`src/rtl/muladd_pkg.sv`:
```
// rtl/muladd_pkg.sv - shared constants, tag-width helper and pipeline stage record for muladd_arbiter
package muladd_pkg;

    // Cycles from transfer to result
    localparam int LATENCY   = 3;

    // Widest tag ever needed (NREQ is at most 8)
    localparam int TAG_MAX_W = 3;

    // Bits needed to index n requesters, never less than one
    function automatic int clog2(input int n);
        return (n < 2) ? 1 : $clog2(n);
    endfunction

    // Control record travelling alongside the data in every pipeline stage
    typedef struct packed {
        logic                 valid;
        logic [TAG_MAX_W-1:0] tag;
        logic                 sub;
    } stage_t;

endpackage

```
`src/rtl/muladd_arbiter_if.sv`:
```
// rtl/muladd_arbiter_if.sv - requester/response bundle; MULADD_ARB_LOCK_EN adds req_lock
interface muladd_arbiter_if #(
    parameter int NREQ    = 4,
    parameter int DWIDTH1 = 16,
    parameter int DWIDTH2 = 16,
    parameter int DWIDTH  = 32
);
    logic [NREQ-1:0]         req_valid;
    logic [NREQ*DWIDTH1-1:0] req_a;
    logic [NREQ*DWIDTH2-1:0] req_b;
    logic [NREQ*DWIDTH-1:0]  req_c;
    logic [NREQ-1:0]         req_sub;
    logic [NREQ-1:0]         req_ready;
    logic [NREQ-1:0]         rsp_valid;
    logic [DWIDTH-1:0]       rsp_data;
    logic                    busy;
`ifdef MULADD_ARB_LOCK_EN
    logic [NREQ-1:0]         req_lock;

    modport master (
        output req_valid, req_a, req_b, req_c, req_sub, req_lock,
        input  req_ready, rsp_valid, rsp_data, busy
    );

    modport slave (
        input  req_valid, req_a, req_b, req_c, req_sub, req_lock,
        output req_ready, rsp_valid, rsp_data, busy
    );
`else
    modport master (
        output req_valid, req_a, req_b, req_c, req_sub,
        input  req_ready, rsp_valid, rsp_data, busy
    );

    modport slave (
        input  req_valid, req_a, req_b, req_c, req_sub,
        output req_ready, rsp_valid, rsp_data, busy
    );
`endif
endinterface

```
`src/rtl/muladd_pipe.sv`:
```
// rtl/muladd_pipe.sv - three-stage signed multiply then add/subtract, tag carried alongside
module muladd_pipe
    import muladd_pkg::*;
#(
    parameter int DWIDTH1 = 16,
    parameter int DWIDTH2 = 16,
    parameter int DWIDTH  = 32
) (
    input  logic                      clk,
    input  logic                      rst,
    input  stage_t                    in_stage,
    input  logic signed [DWIDTH1-1:0] in_a,
    input  logic signed [DWIDTH2-1:0] in_b,
    input  logic [DWIDTH-1:0]         in_c,
    output stage_t                    out_stage,
    output logic [DWIDTH-1:0]         out_data,
    output logic                      busy
);
    localparam int PWIDTH = DWIDTH1 + DWIDTH2;

    stage_t                    st [LATENCY];
    logic signed [DWIDTH1-1:0] a1;
    logic signed [DWIDTH2-1:0] b1;
    logic [DWIDTH-1:0]         c1;
    logic [DWIDTH-1:0]         c2;
    logic signed [PWIDTH-1:0]  prod2;
    logic [DWIDTH-1:0]         prod_ext;
    logic [DWIDTH-1:0]         res3;

    // Product sign-extended (or truncated) to the result width
    assign prod_ext = DWIDTH'(prod2);

    // Control records shift one stage per clock; the pipeline never stalls
    always_ff @(posedge clk or posedge rst) begin
        if (rst) begin
            for (int i = 0; i < LATENCY; i++) begin
                st[i] <= '0;
            end
        end else begin
            st[0] <= in_stage;
            for (int i = 1; i < LATENCY; i++) begin
                st[i] <= st[i-1];
            end
        end
    end

    // Data stages only load behind a valid record so the result holds while idle
    always_ff @(posedge clk or posedge rst) begin
        if (rst) begin
            a1    <= '0;
            b1    <= '0;
            c1    <= '0;
            c2    <= '0;
            prod2 <= '0;
            res3  <= '0;
        end else begin
            if (in_stage.valid) begin
                a1 <= in_a;
                b1 <= in_b;
                c1 <= in_c;
            end
            if (st[0].valid) begin
                prod2 <= PWIDTH'(a1) * PWIDTH'(b1);
                c2    <= c1;
            end
            if (st[1].valid) begin
                res3 <= st[1].sub ? (prod_ext - c2) : (prod_ext + c2);
            end
        end
    end

    // Busy whenever any stage holds a live operation
    always_comb begin
        busy = 1'b0;
        for (int i = 0; i < LATENCY; i++) begin
            busy = busy | st[i].valid;
        end
    end

    assign out_stage = st[LATENCY-1];
    assign out_data  = res3;

endmodule

```
`src/rtl/muladd_arbiter.sv`:
```
// rtl/muladd_arbiter.sv - round-robin arbiter sharing one multiply-add pipe; MULADD_ARB_LOCK_EN adds grant locking
module muladd_arbiter
    import muladd_pkg::*;
#(
    parameter int NREQ    = 4,
    parameter int DWIDTH1 = 16,
    parameter int DWIDTH2 = 16,
    parameter int DWIDTH  = 32
) (
    input  logic           clk,
    input  logic           Reset,
    muladd_arbiter_if.slave bus
);
    localparam int TW = clog2(NREQ);

    logic [TW-1:0]             ptr;
    logic [TW-1:0]             ptr_next;
    logic [TW-1:0]             gidx;
    logic [NREQ-1:0]           grant;
    logic                      transfer;
    logic signed [DWIDTH1-1:0] a_sel;
    logic signed [DWIDTH2-1:0] b_sel;
    logic [DWIDTH-1:0]         c_sel;
    logic                      sub_sel;
    stage_t                    in_stage;
    stage_t                    out_stage;
    logic [DWIDTH-1:0]         data;
    logic                      busy;
    logic [NREQ-1:0]           rsp_valid;
`ifdef MULADD_ARB_LOCK_EN
    logic                      locked;
    logic [TW-1:0]             lock_idx;
`endif

    // Grant the first valid requester at or after the pointer; a held lock overrides
    always_comb begin
        int            idx;
        logic [TW-1:0] sel;
        grant = '0;
        gidx  = '0;
        idx   = 0;
        sel   = '0;
        // Descending scan so the nearest candidate to the pointer is written last
        for (int k = NREQ - 1; k >= 0; k--) begin
            idx = int'(ptr) + k;
            if (idx >= NREQ) begin
                idx = idx - NREQ;
            end
            sel = TW'(idx);
            if (bus.req_valid[sel]) begin
                grant      = '0;
                grant[sel] = 1'b1;
                gidx       = sel;
            end
        end
`ifdef MULADD_ARB_LOCK_EN
        if (locked && bus.req_valid[lock_idx] && bus.req_lock[lock_idx]) begin
            grant           = '0;
            grant[lock_idx] = 1'b1;
            gidx            = lock_idx;
        end
`endif
        if (Reset) begin
            grant = '0;
        end
    end

    assign transfer = |grant;
    assign ptr_next = (gidx == TW'(NREQ - 1)) ? '0 : gidx + 1'b1;

    // Pointer moves past the winner on every transfer and holds otherwise
    always_ff @(posedge clk or posedge Reset) begin
        if (Reset) begin
            ptr <= '0;
        end else if (transfer) begin
            ptr <= ptr_next;
        end
    end

`ifdef MULADD_ARB_LOCK_EN
    // Lock stays armed only while the winner keeps both valid and lock raised
    always_ff @(posedge clk or posedge Reset) begin
        if (Reset) begin
            locked   <= 1'b0;
            lock_idx <= '0;
        end else begin
            locked   <= transfer & bus.req_lock[gidx];
            lock_idx <= gidx;
        end
    end
`endif

    // Operand mux driven straight from the one-hot grant
    always_comb begin
        a_sel   = '0;
        b_sel   = '0;
        c_sel   = '0;
        sub_sel = 1'b0;
        for (int i = 0; i < NREQ; i++) begin
            if (grant[i]) begin
                a_sel   = bus.req_a[i*DWIDTH1 +: DWIDTH1];
                b_sel   = bus.req_b[i*DWIDTH2 +: DWIDTH2];
                c_sel   = bus.req_c[i*DWIDTH +: DWIDTH];
                sub_sel = bus.req_sub[i];
            end
        end
    end

    assign in_stage.valid = transfer;
    assign in_stage.tag   = TAG_MAX_W'(gidx);
    assign in_stage.sub   = sub_sel;

    muladd_pipe #(
        .DWIDTH1 (DWIDTH1),
        .DWIDTH2 (DWIDTH2),
        .DWIDTH  (DWIDTH)
    ) u_pipe (
        .clk       (clk),
        .rst       (Reset),
        .in_stage  (in_stage),
        .in_a      (a_sel),
        .in_b      (b_sel),
        .in_c      (c_sel),
        .out_stage (out_stage),
        .out_data  (data),
        .busy      (busy)
    );

    // Result strobe is the one-hot decode of the final-stage tag
    always_comb begin
        rsp_valid = '0;
        for (int i = 0; i < NREQ; i++) begin
            rsp_valid[i] = out_stage.valid && (out_stage.tag == TAG_MAX_W'(i));
        end
    end

    assign bus.req_ready = grant;
    assign bus.rsp_valid = rsp_valid;
    assign bus.rsp_data  = data;
    assign bus.busy      = busy;

endmodule

```
`src/flat_wrapper.sv`:
```
// flat-port wrapper written by rule: the top's interface ports become plain ports
module muladd_arbiter_flat import muladd_pkg::*;
#(
    parameter int NREQ    = 4,
    parameter int DWIDTH1 = 16,
    parameter int DWIDTH2 = 16,
    parameter int DWIDTH  = 32
)
  (clk, Reset, bus_req_valid, bus_req_a, bus_req_b, bus_req_c, bus_req_sub, bus_req_ready, bus_rsp_valid, bus_rsp_data, bus_busy);
  muladd_arbiter_if #(.NREQ(NREQ), .DWIDTH1(DWIDTH1), .DWIDTH2(DWIDTH2), .DWIDTH(DWIDTH)) bus_i ();
  input  logic clk;
  input  logic Reset;
  input wire logic [$bits(bus_i.req_valid)-1:0] bus_req_valid;
  input wire logic [$bits(bus_i.req_a)-1:0] bus_req_a;
  input wire logic [$bits(bus_i.req_b)-1:0] bus_req_b;
  input wire logic [$bits(bus_i.req_c)-1:0] bus_req_c;
  input wire logic [$bits(bus_i.req_sub)-1:0] bus_req_sub;
  output wire logic [$bits(bus_i.req_ready)-1:0] bus_req_ready;
  output wire logic [$bits(bus_i.rsp_valid)-1:0] bus_rsp_valid;
  output wire logic [$bits(bus_i.rsp_data)-1:0] bus_rsp_data;
  output wire logic [$bits(bus_i.busy)-1:0] bus_busy;
  assign bus_i.req_valid = bus_req_valid;
  assign bus_i.req_a = bus_req_a;
  assign bus_i.req_b = bus_req_b;
  assign bus_i.req_c = bus_req_c;
  assign bus_i.req_sub = bus_req_sub;
  assign bus_req_ready = bus_i.req_ready;
  assign bus_rsp_valid = bus_i.rsp_valid;
  assign bus_rsp_data = bus_i.rsp_data;
  assign bus_busy = bus_i.busy;
  muladd_arbiter #(.NREQ(NREQ), .DWIDTH1(DWIDTH1), .DWIDTH2(DWIDTH2), .DWIDTH(DWIDTH)) u_core (.clk(clk), .Reset(Reset), .bus(bus_i));
endmodule
```
`config.mk`:
```
export PLATFORM = sky130hd
export DESIGN_NAME = muladd_arbiter_flat
export DESIGN_NICKNAME = d
export VERILOG_FILES = /design/src/rtl/muladd_pkg.sv /design/src/rtl/muladd_arbiter_if.sv /design/src/rtl/muladd_pipe.sv /design/src/rtl/muladd_arbiter.sv /design/src/flat_wrapper.sv
export SDC_FILE = /design/constraint.sdc
export NUM_CORES = 1
export LEC_CHECK = 0
export CAP_MARGIN = 20
export CORE_MARGIN = 2
export CORE_UTILIZATION = 50
export DETAILED_ROUTE_END_ITERATION = 10
export DONT_BUFFER_PORTS = 1
export SYNTH_ARGS = -nofsm -noshare
export SYNTH_HDL_FRONTEND = slang
export SYNTH_HIERARCHICAL = 1
export SYNTH_SLANG_ARGS = --single-unit
export TNS_END_PERCENT = 1
```
`constraint.sdc`:
```
create_clock -name clk -period 9.2 [get_ports clk]
set_clock_uncertainty 0.2 [all_clocks]
set_input_delay 0.46 -clock clk [delete_from_list [all_inputs] [get_ports clk]]
set_output_delay 0.46 -clock clk [all_outputs]
set_load 0.02 [all_outputs]
```
==> results of run 1 <==
routing by layer:
layer | part of all wire [%] | vias up
li1 | - | 7172
met3 | 6.4 | 100
met5 | 0.068 | -
met1 | 42 | 8053
met2 | 48 | 576
met4 | 3.8 | 6
area by class of cell:
class / instances / area (µm²)
Fill cell: 3777 / 19160
Multi-Input combinational cell: 1591 / 14670
Sequential cell: 176 / 4405
Inverter: 337 / 1270
Tap cell: 532 / 665.6
Clock buffer: 17 / 425.4
Clock inverter: 15 / 176.4
Timing Repair Buffer: 17 / 142.6
Antenna cell: 5 / 12.51
metrics by stage:
| step | util, % | cells | setup slack, ns |
|---|---|---|---|
| final | 53.18 | 2690 | 2.478 |
| after global routing | 53.18 | 2689 | 2.122 |
| after CTS | 53.15 | 2685 | 2.471 |
| after detailed placement | 51.53 | 2647 | 2.523 |
| after global placement | 51.53 | 2647 | 2.601 |
| after floorplan | - | 2215 | 2.931 |
sequential cells by signal (all words and copies together), names as in the netlist:
| name | flops |
|---|---|
| u_core/u_pipe/out_data | 32 |
| u_core/ptr | 2 |
| u_core/u_pipe/c2 | 32 |
| u_core/u_pipe/b1 | 16 |
| u_core/u_pipe/out_stage | 4 |
| u_core/u_pipe/c1 | 32 |
| u_core/u_pipe/prod2 | 32 |
| u_core/u_pipe/a1 | 16 |
| u_core/u_pipe/st | 10 |
what timing repair did:
action | in CTS | in global routing
hold endpoints to repair | 107 | 0
setup endpoints to repair | 0 | 0
hold buffers | 6 | 0
worst max-delay path, stage by stage (launching register included):
cell,delay (ns)
dfrtp_1,0.60
nand2_1,0.22
inv_1,0.10
fa_1,0.71
inv_1,0.11
fa_1,0.58
fa_1,0.46
fa_1,0.57
fa_1,0.43
fa_1,0.49
inv_1,0.04
ha_1,0.35
a21o_1,0.21
a21o_1,0.17
a21oi_1,0.14
o21ai_0,0.14
a22o_1,0.24
o31a_1,0.32
or4_1,0.50
nand3_1,0.09
worst max path at each step:
stage,startpoint,to,slack (ns),depth (start not counted)
3_3_place_gp,u_core/u_pipe/b1[1],u_core/u_pipe/prod2[31],2.60,19
3_5_place_dp,u_core/u_pipe/b1[1],u_core/u_pipe/prod2[31],2.52,19
2_1_floorplan,u_core/u_pipe/b1[1],u_core/u_pipe/prod2[31],2.93,20
4_1_cts,u_core/u_pipe/b1[1],u_core/u_pipe/prod2[31],2.47,19
5_1_grt,u_core/u_pipe/b1[1],u_core/u_pipe/prod2[31],2.12,19
6_report,u_core/u_pipe/b1[1],u_core/u_pipe/prod2[31],2.48,19
==> reports/metrics.cfg, run 1 <==
[sta]
rsz0062_at_grt=no
slew_viol_final=0
fin_crit_ns=6.722
worstMarginPinSlew_ns=1.059
finalHoldViolations=0
setup_violations=0
max_freq_mhz=148.8
post-route-period-util_pct=73.07
fin_tns_setup_ns=0
relSlewSlack_pct=28.80
fin_hold_ws_ns=0.03313

[detailed_routing]
drc_errors=0
viasPerCell=5.913
antenna_left=0
drt_iter0_markers=1142
dr.pass1.iters=5
wl_mm=58.44
routedWlPerCell_um=21.73
vias=15907

[floorplan]
die_width_um=207.9
dieHeight_um=207.9
design.portCount=307
fp.coreArea_mm2=0.04092
die-area_mm2=0.04324
rows=74
start_util_pct=50.82

[critical_path]
crit_fanout=17
r2r_start=u_core/u_pipe/b1[1]
worst_ep_required_time_ns=9.41
reg2reg_setup_slack_ns=2.48
r2r-end=u_core/u_pipe/prod2[31]
rr_worst_depth=19
cp.arrival_ns=6.93
start_kind=flip-flop
end_kind=flip-flop
path_class=reg -> reg

[cells_and_area]
layout_commonest_cell=inv_1
final_cell_mix=inv_1 (333), fa_1 (263), nand2_1 (238)
fin_nets=2791
drive_gt1_share_pct=8.732
area_delta_synth_final_pct=4.657
fin_area_mm2=0.02176

[global_routing]
met3_usage_pct=5.630
grt_use_met2_pct=45.50
grt_overflow=0
grt_pass1_wl_mm=92.17
grt_max_degree=104
antenna_found_initial=8
grt_use_met1_pct=36.35
grt_usage_pct=27.76
first_global_vias=16375
grt_most_used_layer=met2

[run_status]
outcome=completed

[synth]
syn_area_mm2=0.02080
synth_nets=2866
syn_inst=2215
ys_warn_count=6
synth_area_per_cell_um2=9.389

[cts]
cts-resized-gates=0
clockBufferDepth=2
cts_root_buf=clkbuf_16
htreeDepth=4
clk_latency_ns=0.48
cts_inserted_buffers=17
postCtsSetupBuffers=0
cts_sinks=176
cts_tree=yes
path_clk_slew_ns=0.07

[worst_hold_path]
min-delay-start=bus_req_c[98]
holdPathEnd=u_core/u_pipe/c1[2]
worstHoldPathCells=3
hold_class=in -> reg

[place]
dpl.hpwl_mm=47.14
place_congestion=0.9097
io_buffers=0
dpl_cell_area_mm2=0.02109

[job]
maxCapViolations=0

Power of run 1 is not shown: default switching activity piles up to over one toggle a cycle in this logic, so the estimate is an artifact.
==> run 2: changes to the inputs <==
--- a/config.mk
+++ b/config.mk
@@ -10,6 +10,7 @@
 export CORE_UTILIZATION = 50
 export DETAILED_ROUTE_END_ITERATION = 10
 export DONT_BUFFER_PORTS = 1
+export PLACE_DENSITY = 0.68
 export SYNTH_ARGS = -nofsm -noshare
 export SYNTH_HDL_FRONTEND = slang
 export SYNTH_HIERARCHICAL = 1
==> constraint.sdc (replaced) <==
create_clock -name clk -period 5.84 [get_ports clk]
set_clock_uncertainty 0.2 [all_clocks]
set_input_delay 0.292 -clock clk [delete_from_list [all_inputs] [get_ports clk]]
set_output_delay 0.292 -clock clk [all_outputs]
set_load 0.02 [all_outputs]
==> run 2 against run 1 <==
Fmax rose by 12%. Cell count rose by 9.0%. The flow now finishes with violations (setup timing). Critical endpoint is now u_core/u_pipe/prod2[30]. Sequential share of layout area fell by 1.9 points. Critical path type unchanged.
==> reports/metrics.cfg, run 2 (same netlist as run 1, synthesis figures left out) <==
[sta]
setup_violations=8  ; +8
finalHoldViolations=0  ; unchanged
max_freq_mhz=167.3  ; +12%
relSlewSlack_pct=28.39  ; -0.41 points
worstMarginPinSlew_ns=1.074  ; +0.01526 ns
rsz0062_at_grt=yes
fin_crit_ns=5.979  ; -0.7435 ns
slew_viol_final=0  ; unchanged
fin_ws_ns=-0.1386  ; -2.617 ns
post-route-period-util_pct=102.4  ; +29 points

[critical_path]
timing.critical_path.mode_cell=fa_1
worst_ep_required_time_ns=5.98  ; -3.43 ns
crit_fanout=9  ; -8
start_kind=flip-flop
rr_worst_depth=21  ; +2
startpoint=u_core/u_pipe/a1[9]
end_kind=flip-flop
cp.arrival_ns=6.12  ; -0.81 ns
r2r-end=u_core/u_pipe/prod2[30]
r2r_start=u_core/u_pipe/a1[9]
max_stage_delay_ns=0.63  ; -0.08 ns
reg2reg_setup_slack_ns=-0.14  ; -2.62 ns
crit_slowest_cell=fa_1
path_class=reg -> reg
crit_chain=buf_4 -> buf_4 -> buf_6 -> nand2_1 -> fa_1 -> inv_1 -> fa_1 -> fa_1 -> fa_1 -> fa_1 -> inv_1 -> fa_1 -> inv_1 -> ha_1 -> nor4_2 -> o21ai_2 -> o211ai_1 -> nand3_1 -> a31oi_1 -> xnor2_1 -> mux2_2

[run_status]
violations=setup timing
outcome=finished, violations left

[worst_hold_path]
holdPathEnd=u_core/u_pipe/b1[1]
min-delay-start=bus_req_b[49]
hold_class=in -> reg
worstHoldPathCells=3  ; unchanged

[place]
io_buffers=0  ; unchanged
place_congestion=0.9648  ; +6.1%
dpl.hpwl_mm=51.32  ; +8.9%
place_inst=2796  ; +5.6%

[floorplan]
die_width_um=207.9  ; unchanged
design.portCount=307  ; unchanged
start_util_pct=50.82  ; unchanged
die-area_mm2=0.04324  ; unchanged
fp.coreArea_mm2=0.04092  ; unchanged
rows=74  ; unchanged
dieHeight_um=207.9  ; unchanged

[detailed_routing]
wl_mm=62.67  ; +7.2%
antenna_left=0  ; unchanged
drt_iter0_markers=1286  ; +13%
drc_errors=0  ; unchanged
viasPerCell=5.789  ; -2.1%
vias=16979  ; +6.7%
dr.pass1.iters=5  ; unchanged
routedWlPerCell_um=21.37  ; -1.7%

[global_routing]
grt_overflow=0  ; unchanged
grt_pass1_wl_mm=98.86  ; +7.3%
first_global_vias=17615  ; +7.6%
grt_max_degree=132  ; +27%
grt_usage_pct=29.31  ; +1.5 points
antenna_found_initial=11  ; +3

[cells_and_area]
area_delta_synth_final_pct=16.08
fillerInstances=3489  ; -7.6%
layout_commonest_cell=inv_1
fin_nets=3031  ; +8.6%
final_cell_mix=inv_1 (326), fa_1 (251), nand2_1 (234)
drive_gt1_share_pct=18.47  ; +9.7 points
stdcell_count=2933  ; +9.0%

[cts]
cts_sinks=176  ; unchanged
htreeDepth=4  ; unchanged
cts_root_buf=clkbuf_16
clockBufferDepth=2  ; unchanged
cts_tree=yes
clk_latency_ns=0.47  ; about the same
path_clk_slew_ns=0.07  ; about the same
cts_inserted_buffers=17  ; unchanged

[job]
maxCapViolations=0  ; unchanged

[run 2: repair_timing]
item                       in CTS  in global routing
setup endpoints to repair      15                 17
hold buffers                   72                  0
resized for setup              65                 20
gates cloned                    0                  0
hold endpoints to repair      117                  0
buffers inserted               24                  1
pin swaps                      37                 17
[run 2: metal layers]
| metal | share of wire (%) | vias up | GRT usage [%] |
|---|---|---|---|
| met4 | 3.2 | 8 | 9.831 |
| met1 | 43 | 8533 | 40.01 |
| met3 | 6.7 | 114 | 5.358 |
| li1 | - | 7673 | - |
| met2 | 47 | 651 | 47.35 |
| met5 | 0.089 | - | 0 |
[run 2: final cells by class]
class                      count  area [µm²]  area share (%)
clock inverter                14       175.2          0.7256
sequential                   176        4432           18.36
antenna                        8       20.02         0.08293
tap                          532       665.6           2.757
clock buffer                  18       429.2           1.778
multi-input combinational   1591       14950           61.94
inverter                     337        1270           5.261
timing repair buffer         257        2197           9.101
[run 2: critical path: cells and delay by family (launching register included)]
kind,cells,cell delay [ns]
adder cells (fa/ha/maj),7,3.29
flip-flops,1,0.34
multiplexers,1,0.25
XOR/XNOR,1,0.08
AO/OA/AOI/OAI,3,0.62
buffers and inverters,6,0.50
AND/OR/NAND/NOR,3,0.57
[run 2: worst max path at each step]
stage                                   end  slack (ns)  cells after the start
finish              u_core/u_pipe/prod2[30]       -0.14                     21
global route        u_core/u_pipe/prod2[18]       -0.33                     22
CTS                 u_core/u_pipe/prod2[30]       -0.08                     21
detailed placement  u_core/u_pipe/prod2[28]       -0.31                     21
global placement    u_core/u_pipe/prod2[31]       -0.23                     17
floorplan           u_core/u_pipe/prod2[30]       -0.04                     21
[run 2: through the flow]
stage | hold WS, ns | cell area [µm²] | util, % | setup slack, ns | setup TNS, ns
detailed placement | -0.1574 | 22310 | 54.51 | -0.3077 | -2.569
global route | 0.02256 | 24140 | 58.98 | -0.3317 | -3.440
floorplan | -0.1668 | 20930 | - | -0.03814 | -0.04615
global placement | -0.1608 | 22310 | 54.51 | -0.2314 | -2.012
finish | 0.02052 | 24140 | 58.99 | -0.1386 | -0.6983
CTS | 0.002619 | 24070 | 58.81 | -0.08496 | -0.5720
Power of run 2 is left out for the same reason.
